## src/rtl/des_key_schedule.sv

```systemverilog
// Iterative DES key schedule: loads the PC-1 output and emits the rotated C||D pair once per round.
// Optional reverse (decrypt) ordering is built only when DES_KS_DECRYPT_EN is defined.
module des_key_schedule #(
  parameter int ROUNDS = 16
) (
  input  logic        clk,
  input  logic        rst,
  input  logic        start,
  input  logic [55:0] key_in,
  input  logic        decrypt,
  input  logic        ready_in,
  output logic        valid,
  output logic [55:0] cd_out,
  output logic [3:0]  round,
  output logic        last,
  output logic        busy,
  output logic        done
);

  localparam logic [1:0] S_IDLE  = 2'd0;
  localparam logic [1:0] S_ROUND = 2'd1;
  localparam logic [1:0] S_DONE  = 2'd2;
  localparam logic [3:0] LAST_RND = 4'(ROUNDS - 1);

  logic [1:0]  state_q, state_d;
  logic        valid_q, valid_d;
  logic [3:0]  round_q, round_d;
  logic [55:0] cd_q, cd_d;

  // Standard DES shift table: single shifts at rounds 0, 1, 8 and 15, double elsewhere.
  function automatic logic [1:0] shamt(input logic [3:0] idx);
    case (idx)
      4'd0, 4'd1, 4'd8, 4'd15: shamt = 2'd1;
      default:                 shamt = 2'd2;
    endcase
  endfunction

  // Each 28-bit half wraps on itself; no bits move between C and D.
  function automatic logic [55:0] rotl_cd(input logic [55:0] cd, input logic [1:0] n);
    logic [27:0] c, d;
    c = cd[55:28];
    d = cd[27:0];
    if (n == 2'd1) rotl_cd = {c[26:0], c[27], d[26:0], d[27]};
    else           rotl_cd = {c[25:0], c[27:26], d[25:0], d[27:26]};
  endfunction

`ifdef DES_KS_DECRYPT_EN
  logic dec_q, dec_d;

  function automatic logic [55:0] rotr_cd(input logic [55:0] cd, input logic [1:0] n);
    logic [27:0] c, d;
    c = cd[55:28];
    d = cd[27:0];
    if (n == 2'd1) rotr_cd = {c[0], c[27:1], d[0], d[27:1]};
    else           rotr_cd = {c[1:0], c[27:2], d[1:0], d[27:2]};
  endfunction
`else
  logic unused_decrypt;
  assign unused_decrypt = decrypt;
`endif

  always_comb begin
    state_d = state_q;
    valid_d = valid_q;
    round_d = round_q;
    cd_d    = cd_q;
`ifdef DES_KS_DECRYPT_EN
    dec_d   = dec_q;
`endif
    case (state_q)
      S_IDLE: begin
        if (start) begin
          state_d = S_ROUND;
          valid_d = 1'b1;
          round_d = 4'd0;
`ifdef DES_KS_DECRYPT_EN
          dec_d   = decrypt;
          // Decrypt starts from K16, whose cumulative shift of 28 is the identity.
          cd_d    = decrypt ? key_in : rotl_cd(key_in, shamt(4'd0));
`else
          cd_d    = rotl_cd(key_in, shamt(4'd0));
`endif
        end
      end
      S_ROUND: begin
        if (valid_q && ready_in) begin
          if (round_q == LAST_RND) begin
            valid_d = 1'b0;
            state_d = S_DONE;
          end else begin
            round_d = round_q + 4'd1;
`ifdef DES_KS_DECRYPT_EN
            cd_d    = dec_q ? rotr_cd(cd_q, shamt(4'd15 - round_q))
                            : rotl_cd(cd_q, shamt(round_q + 4'd1));
`else
            cd_d    = rotl_cd(cd_q, shamt(round_q + 4'd1));
`endif
          end
        end
      end
      S_DONE:  state_d = S_IDLE;
      default: state_d = S_IDLE;
    endcase
  end

  always_ff @(posedge clk) begin
    if (rst) begin
      state_q <= S_IDLE;
      valid_q <= 1'b0;
      round_q <= 4'd0;
      cd_q    <= 56'd0;
`ifdef DES_KS_DECRYPT_EN
      dec_q   <= 1'b0;
`endif
    end else begin
      state_q <= state_d;
      valid_q <= valid_d;
      round_q <= round_d;
      cd_q    <= cd_d;
`ifdef DES_KS_DECRYPT_EN
      dec_q   <= dec_d;
`endif
    end
  end

  assign valid  = valid_q;
  assign cd_out = cd_q;
  assign round  = round_q;
  assign last   = valid_q && (round_q == LAST_RND);
  assign busy   = (state_q != S_IDLE);
  assign done   = (state_q == S_DONE);

endmodule

```

## config.mk

```make
export PLATFORM = sky130hd
export DESIGN_NAME = des_key_schedule
export DESIGN_NICKNAME = d
export VERILOG_FILES = /design/src/rtl/des_key_schedule.sv
export SDC_FILE = /design/constraint.sdc
export NUM_CORES = 1
export LEC_CHECK = 0
export ABC_AREA = 1
export BUFFER_PORTS_ARGS = -buffer_cell sky130_fd_sc_hd__buf_2
export CAP_MARGIN = 20
export CORE_MARGIN = 10
export CORE_UTILIZATION = 30
export DETAILED_ROUTE_END_ITERATION = 8
export GPL_TIMING_DRIVEN = 0
export PLACE_DENSITY = 0.57
export SKIP_CTS_REPAIR_TIMING = 1
export SLEW_MARGIN = 20
export SYNTH_ARGS = -nofsm -noshare
export SYNTH_HDL_FRONTEND = slang
export SYNTH_SLANG_ARGS = --single-unit
export TNS_END_PERCENT = 20
```

## constraint.sdc

```tcl
create_clock -name clk -period 2.1 [get_ports clk]
set_clock_uncertainty 0.2 [all_clocks]
set_input_delay 0.105 -clock clk [delete_from_list [all_inputs] [get_ports clk]]
set_output_delay 0.105 -clock clk [all_outputs]
set_load 0.05 [all_outputs]
```

After elaboration in Yosys (flattened, before gate mapping)
Index checks and enable logic that the tools add are counted.
{ "op_classes": {"add_sub_neg": 1, "eq_ne": 11, "muxes": 21, "n_reduce_logical": 10} }
{ "op_table": {"columns": ["op", "n"], "rows": [
  ["56-bit two-way mux", 4],
  ["56-bit one-hot mux with 2 select lines", 1],
  ["2-bit two-way mux", 7],
  ["4-bit equality test, second input constant", 3],
  ["4-bit two-way mux", 3],
  ["2-bit != test, second input constant", 4],
  ["4-bit one-hot mux with 2 select lines", 1],
  ["4-bit AND reduction", 2],
  ["4-bit by 1-bit adder with 4-bit output, second input constant", 1],
  ["2-bit by 1-bit equality test with 1-bit output, second input constant", 2],
  ["4-bit by 1-bit equality test with 1-bit output, second input constant", 1],
  ["4-bit logical NOT", 1],
  ["2-bit one-hot mux with 2 select lines", 1],
  ["2-bit nonzero test", 2],
  ["4-bit OR reduction", 1],
  ["1-bit two-way mux", 3],
  ["3-bit AND reduction", 1],
  ["2-bit equality test, second input constant", 1],
  ["1-bit logical AND", 2],
  ["2-bit logical NOT", 1],
  ["1-bit one-hot mux with 2 select lines", 1]
]} }
{ "word_totals": {"ff_bits": 63, "in_bits": 61, "output_inout_bits": 64, "elab_cells": 47} }

Logic depth before layout (Yosys ltp)
{ "depth": {"ltp_word": 12, "mapped_depth": 11, "depth_no_buf": 9} }

Least setup slack after synthesis
No wires, ideal clock.
{ "synth_timing": {"path_type": "register to output", "start": "reg round_q[1] (netlist: round[1])", "end": "out last", "t_arrival_ns": 1.941, "required_ns": 1.795, "slack_ns": -0.146, "stages_incl_launch_ff": 6, "path_buffers": 0, "path_cell_list": "dfxtp_1 ha_1 nand2_2 inv_2 nand2_1 nor2_1"} }
{ "synth_between": {"elab_chain_len": 2} }
{ "synth_lines": {"columns": ["item", "line_no", "rtl"], "rows": [
  ["from (decl)", "27", "logic [3:0] round_q, round_d;"],
  ["from (signal assigned)", "118", "round_q <= round_d;"],
  ["4-bit equality test", "129", "assign last = valid_q && (round_q == LAST_RND);"],
  ["1-bit logical AND", "129", null],
  ["to (decl)", "15", "output logic last,"]
]} }
No other way between the ends.

Final worst setup path
{ "layout_timing": {"start": "reg round_q[0] (netlist: round[0])", "end": "reg cd_q[10] (netlist: cd_out[10])"} }
{ "layout_between": {"elab_chain_len": 12} }
{ "layout_lines": {"columns": ["item", "line_no", "rtl"], "rows": [
  ["4-bit by 1-bit adder with 4-bit output", "96", "cd_d = rotl_cd(cd_q, shamt(round_q + 4'd1));"],
  ["4-bit by 1-bit equality test with 1-bit output, or another cell as far along", "32", "case (idx)"],
  ["4-bit OR reduction", "32", null],
  ["2-bit two-way mux", "32", null],
  ["2-bit two-way mux", "87", "if (round_q == LAST_RND) begin"],
  ["2-bit two-way mux", "86", "if (valid_q && ready_in) begin"],
  ["2-bit two-way mux", "70", "case (state_q)"],
  ["2-bit by 1-bit equality test with 1-bit output", "43", "if (n == 2'd1) rotl_cd = {c[26:0], c[27], d[26:0], d[27]};"],
  ["56-bit two-way mux", "43", null],
  ["56-bit two-way mux", "87", null],
  ["56-bit two-way mux", "86", null],
  ["56-bit one-hot mux with 2 select lines", "70", null],
  ["to (signal assigned)", "111", "cd_q <= 56'd0;"],
  ["to (signal assigned)", "119", "cd_q <= cd_d;"],
  ["to (decl)", "28", "logic [55:0] cd_q, cd_d;"]
]} }
Parallel ways exist; a longest one is shown, timed or not. The select of a mux whose other input is x is not followed.
A chain may end at the register's enable or synchronous reset.

==> results.sh <==
export IMPL_path_max_fanout=10
export IMPL_r2r_slack_ns=0.13
export IMPL_grt_overflow_total=0
export IMPL_die_h_um=131
export IMPL_syn2layout_area_growth_pct=45.2
export IMPL_synth_top_flop_cell="dfxtp_1"
export IMPL_core_area_mm2=0.0120
export IMPL_worstSkewPairLatency_ns=0.34
export IMPL_max_slew_margin_rel_pct=64.0
export IMPL_dr_total_vias=4485
export IMPL_status="finished with violations"
export IMPL_wl_um=13300
export IMPL_yosysMostFrequentCell="a21oi_1"
export IMPL_max_stage_delay_ns=0.36
export IMPL_cts_tree="done"
export IMPL_yosysWarningCount=0
export IMPL_drt_wirelength_per_cell_um=14.7
export IMPL_syn_inst=564
export IMPL_numClockSinks=63
export IMPL_clk_path_buf_depth=2
export IMPL_syn_nets=628
export IMPL_worst_slew_pin_slew_ns=0.540
export IMPL_timing_final_ws_setup_ns=0.131
export IMPL_gp_congestion=0.798
export IMPL_power_mw=4.77
export IMPL_arrival_ns=1.99
export IMPL_cp_start_kind="flip-flop"
export IMPL_clk_pin_slew_ns=0.05
export IMPL_setup_viol=0
export IMPL_slew_viol_final=0
export IMPL_period_minus_slack_ns=1.97
export IMPL_vdd_drop_max_uv=321
export IMPL_nNetsFinal=820
export IMPL_violations="negative hold slack"
export IMPL_final_area_mm2=0.00536
export IMPL_grt_pass1_vias=4224
export IMPL_dp_hpwl_um=9770
export IMPL_crit_slowest_cell="dfxtp_2"
export IMPL_worstPathRequired_ns=2.12
export IMPL_antenna_cells=0
export IMPL_synthTopCellsByArea="dfxtp_1, a21oi_1, nand3_1"
export IMPL_fmax_ghz=0.508
export IMPL_start_util_pct=30.7
export IMPL_grt_max_degree=11
export IMPL_clockRootBuffer="clkbuf_16"
export IMPL_fillers=1217
export IMPL_place_ws_ns=-0.0179
export IMPL_ys_async_sr_fraction_pct=0
export IMPL_drt_iter0_drc=313
export IMPL_yosysTopAreaCell="dfxtp_1"
export IMPL_placed_area_mm2=0.00450
export IMPL_drc=0
export IMPL_synth_cell_type_count=23
export IMPL_cp_cell_sequence="ha_2 > nand2_2 > inv_2 > nand3_1 > nand2_2 > nor2_4 > inv_4 > buf_6 > buf_6 > a21oi_1 > a21oi_1"
export IMPL_seq_area_frac_synth_pct=34.2
export IMPL_track_usage_pct=14.9
export IMPL_drv_cap=0
export IMPL_synth_edff_count=0
export IMPL_timing_final_crit_share_pct=93.8
export IMPL_synth_top_area_share_pct=34.2
export IMPL_pin_count=125
export IMPL_powerDensity_mw_per_mm2=890
export IMPL_end_kind="flip-flop"
export IMPL_portBuffers=123
export IMPL_dr_pass1_iters=4
export IMPL_whs_ns=-0.00861
export IMPL_htree_levels=3
export IMPL_ys_top_cells_by_count="a21oi_1, nand3_1, nand2_1"
export IMPL_syn_avg_cell_area_um2=6.55
export IMPL_leakagePower_nw=2.54
export IMPL_drive_gt1_share_pct=24.5
export IMPL_grt_pass1_wl_um=20500
export IMPL_criticalPathCategory="flip-flop to flip-flop"
export IMPL_die_x_um=131
export IMPL_die_area_mm2=0.0171
export IMPL_dp_cells=834
export IMPL_yosys_register_bits=63
export IMPL_via_per_inst=4.95
export IMPL_finalNonFillerCells=906
export IMPL_final_antenna_net_count=0
export IMPL_rows=40
export IMPL_cts_buffers_inserted=9
export IMPL_hold_viol_final=1
export IMPL_antenna_found_initial=0
export IMPL_min_path_type="primary input to flip-flop"
export IMPL_netlist_area_mm2=0.00369
==> cell usage in the layout, fill, tap and decap left out, types with 9 or more instances in the layout <==
master / instances
dfxtp_1: 61
dlygate4sd3_1: 58
clkbuf_1: 15
clkbuf_16: 9
a21oi_1: 118
inv_1: 65
buf_2: 137
nand3_1: 116
o21ai_0: 56
buf_6: 10
nand2_1: 73
==> path summary, 6_finish.rpt <==
check	startpoint	end	depth (start not counted)
setup / recovery	round[0]	cd_out[10]	11
hold / removal	ready_in	state_q[0]	6
hold reg to reg	valid	valid	2
setup reg to reg	round[0]	cd_out[10]	11
==> flip-flops by register name (all words and copies together), names as in the netlist <==
signal,cells
round,4
valid,1
cd_out,56
state_q,2
==> layer usage <==
layer  global-route usage [%]  vias up  share of wire [%]
met5                        0        -                  0
met4                     5.69        0                1.7
met3                     5.00       16                8.4
met2                     23.8      145                 46
met1                     18.2     2039                 44
li1                         -     2285                  -
==> cell families (layout without fill, tap and decap cells) <==
kind of cell	Yosys count	in the layout	share of synthesized area (%)
DFF	63	63	34.2
AOI/OAI and AO/OA	178	178	24.2
adders and majority gates	3	3	1.02
buffers and inverters	116	311	15.0
and+or+nand+nor	204	204	25.6
==> critical path: cells and delay by family, from the launching register on <==
family | cells | cell delay (ns)
AOI/OAI and AO/OA | 2 | 0.22
buffers and inverters | 4 | 0.39
DFF | 1 | 0.36
and+or+nand+nor | 4 | 0.46
adders and majority gates | 1 | 0.21
==> report_power, final <==
part           switching, mW  total [mW]  internal [mW]
Clock                  0.527        1.38          0.848
Combinational           1.30        1.92          0.622
Sequential             0.120        1.47           1.35
Total                   1.95        4.77           2.82
==> cell type report <==
cell class	count	area, um2	area share (%)
multi-input cells	385	1890	35.2
flip-flops and latches	63	1270	23.6
repair buffers	183	1210	22.6
plain buffers	46	290	5.42
clock buffers	13	260	4.86
inverters	68	258	4.81
well taps	147	184	3.43
clock inverters	1	5.00	0.0934
==> stage by stage <==
step                      util (%)  hold slack, ns  setup TNS (ns)
final                         44.6        -0.00861               0
after global routing          44.6          0.0654        -0.00798
after CTS                     39.6          -0.215          -0.116
after detailed placement      37.4           0.138         -0.0445
after global placement        37.4           0.134        -0.00114
after floorplan                  -         -0.0333               0
Note: power is estimated with default switching activity, not from simulation.
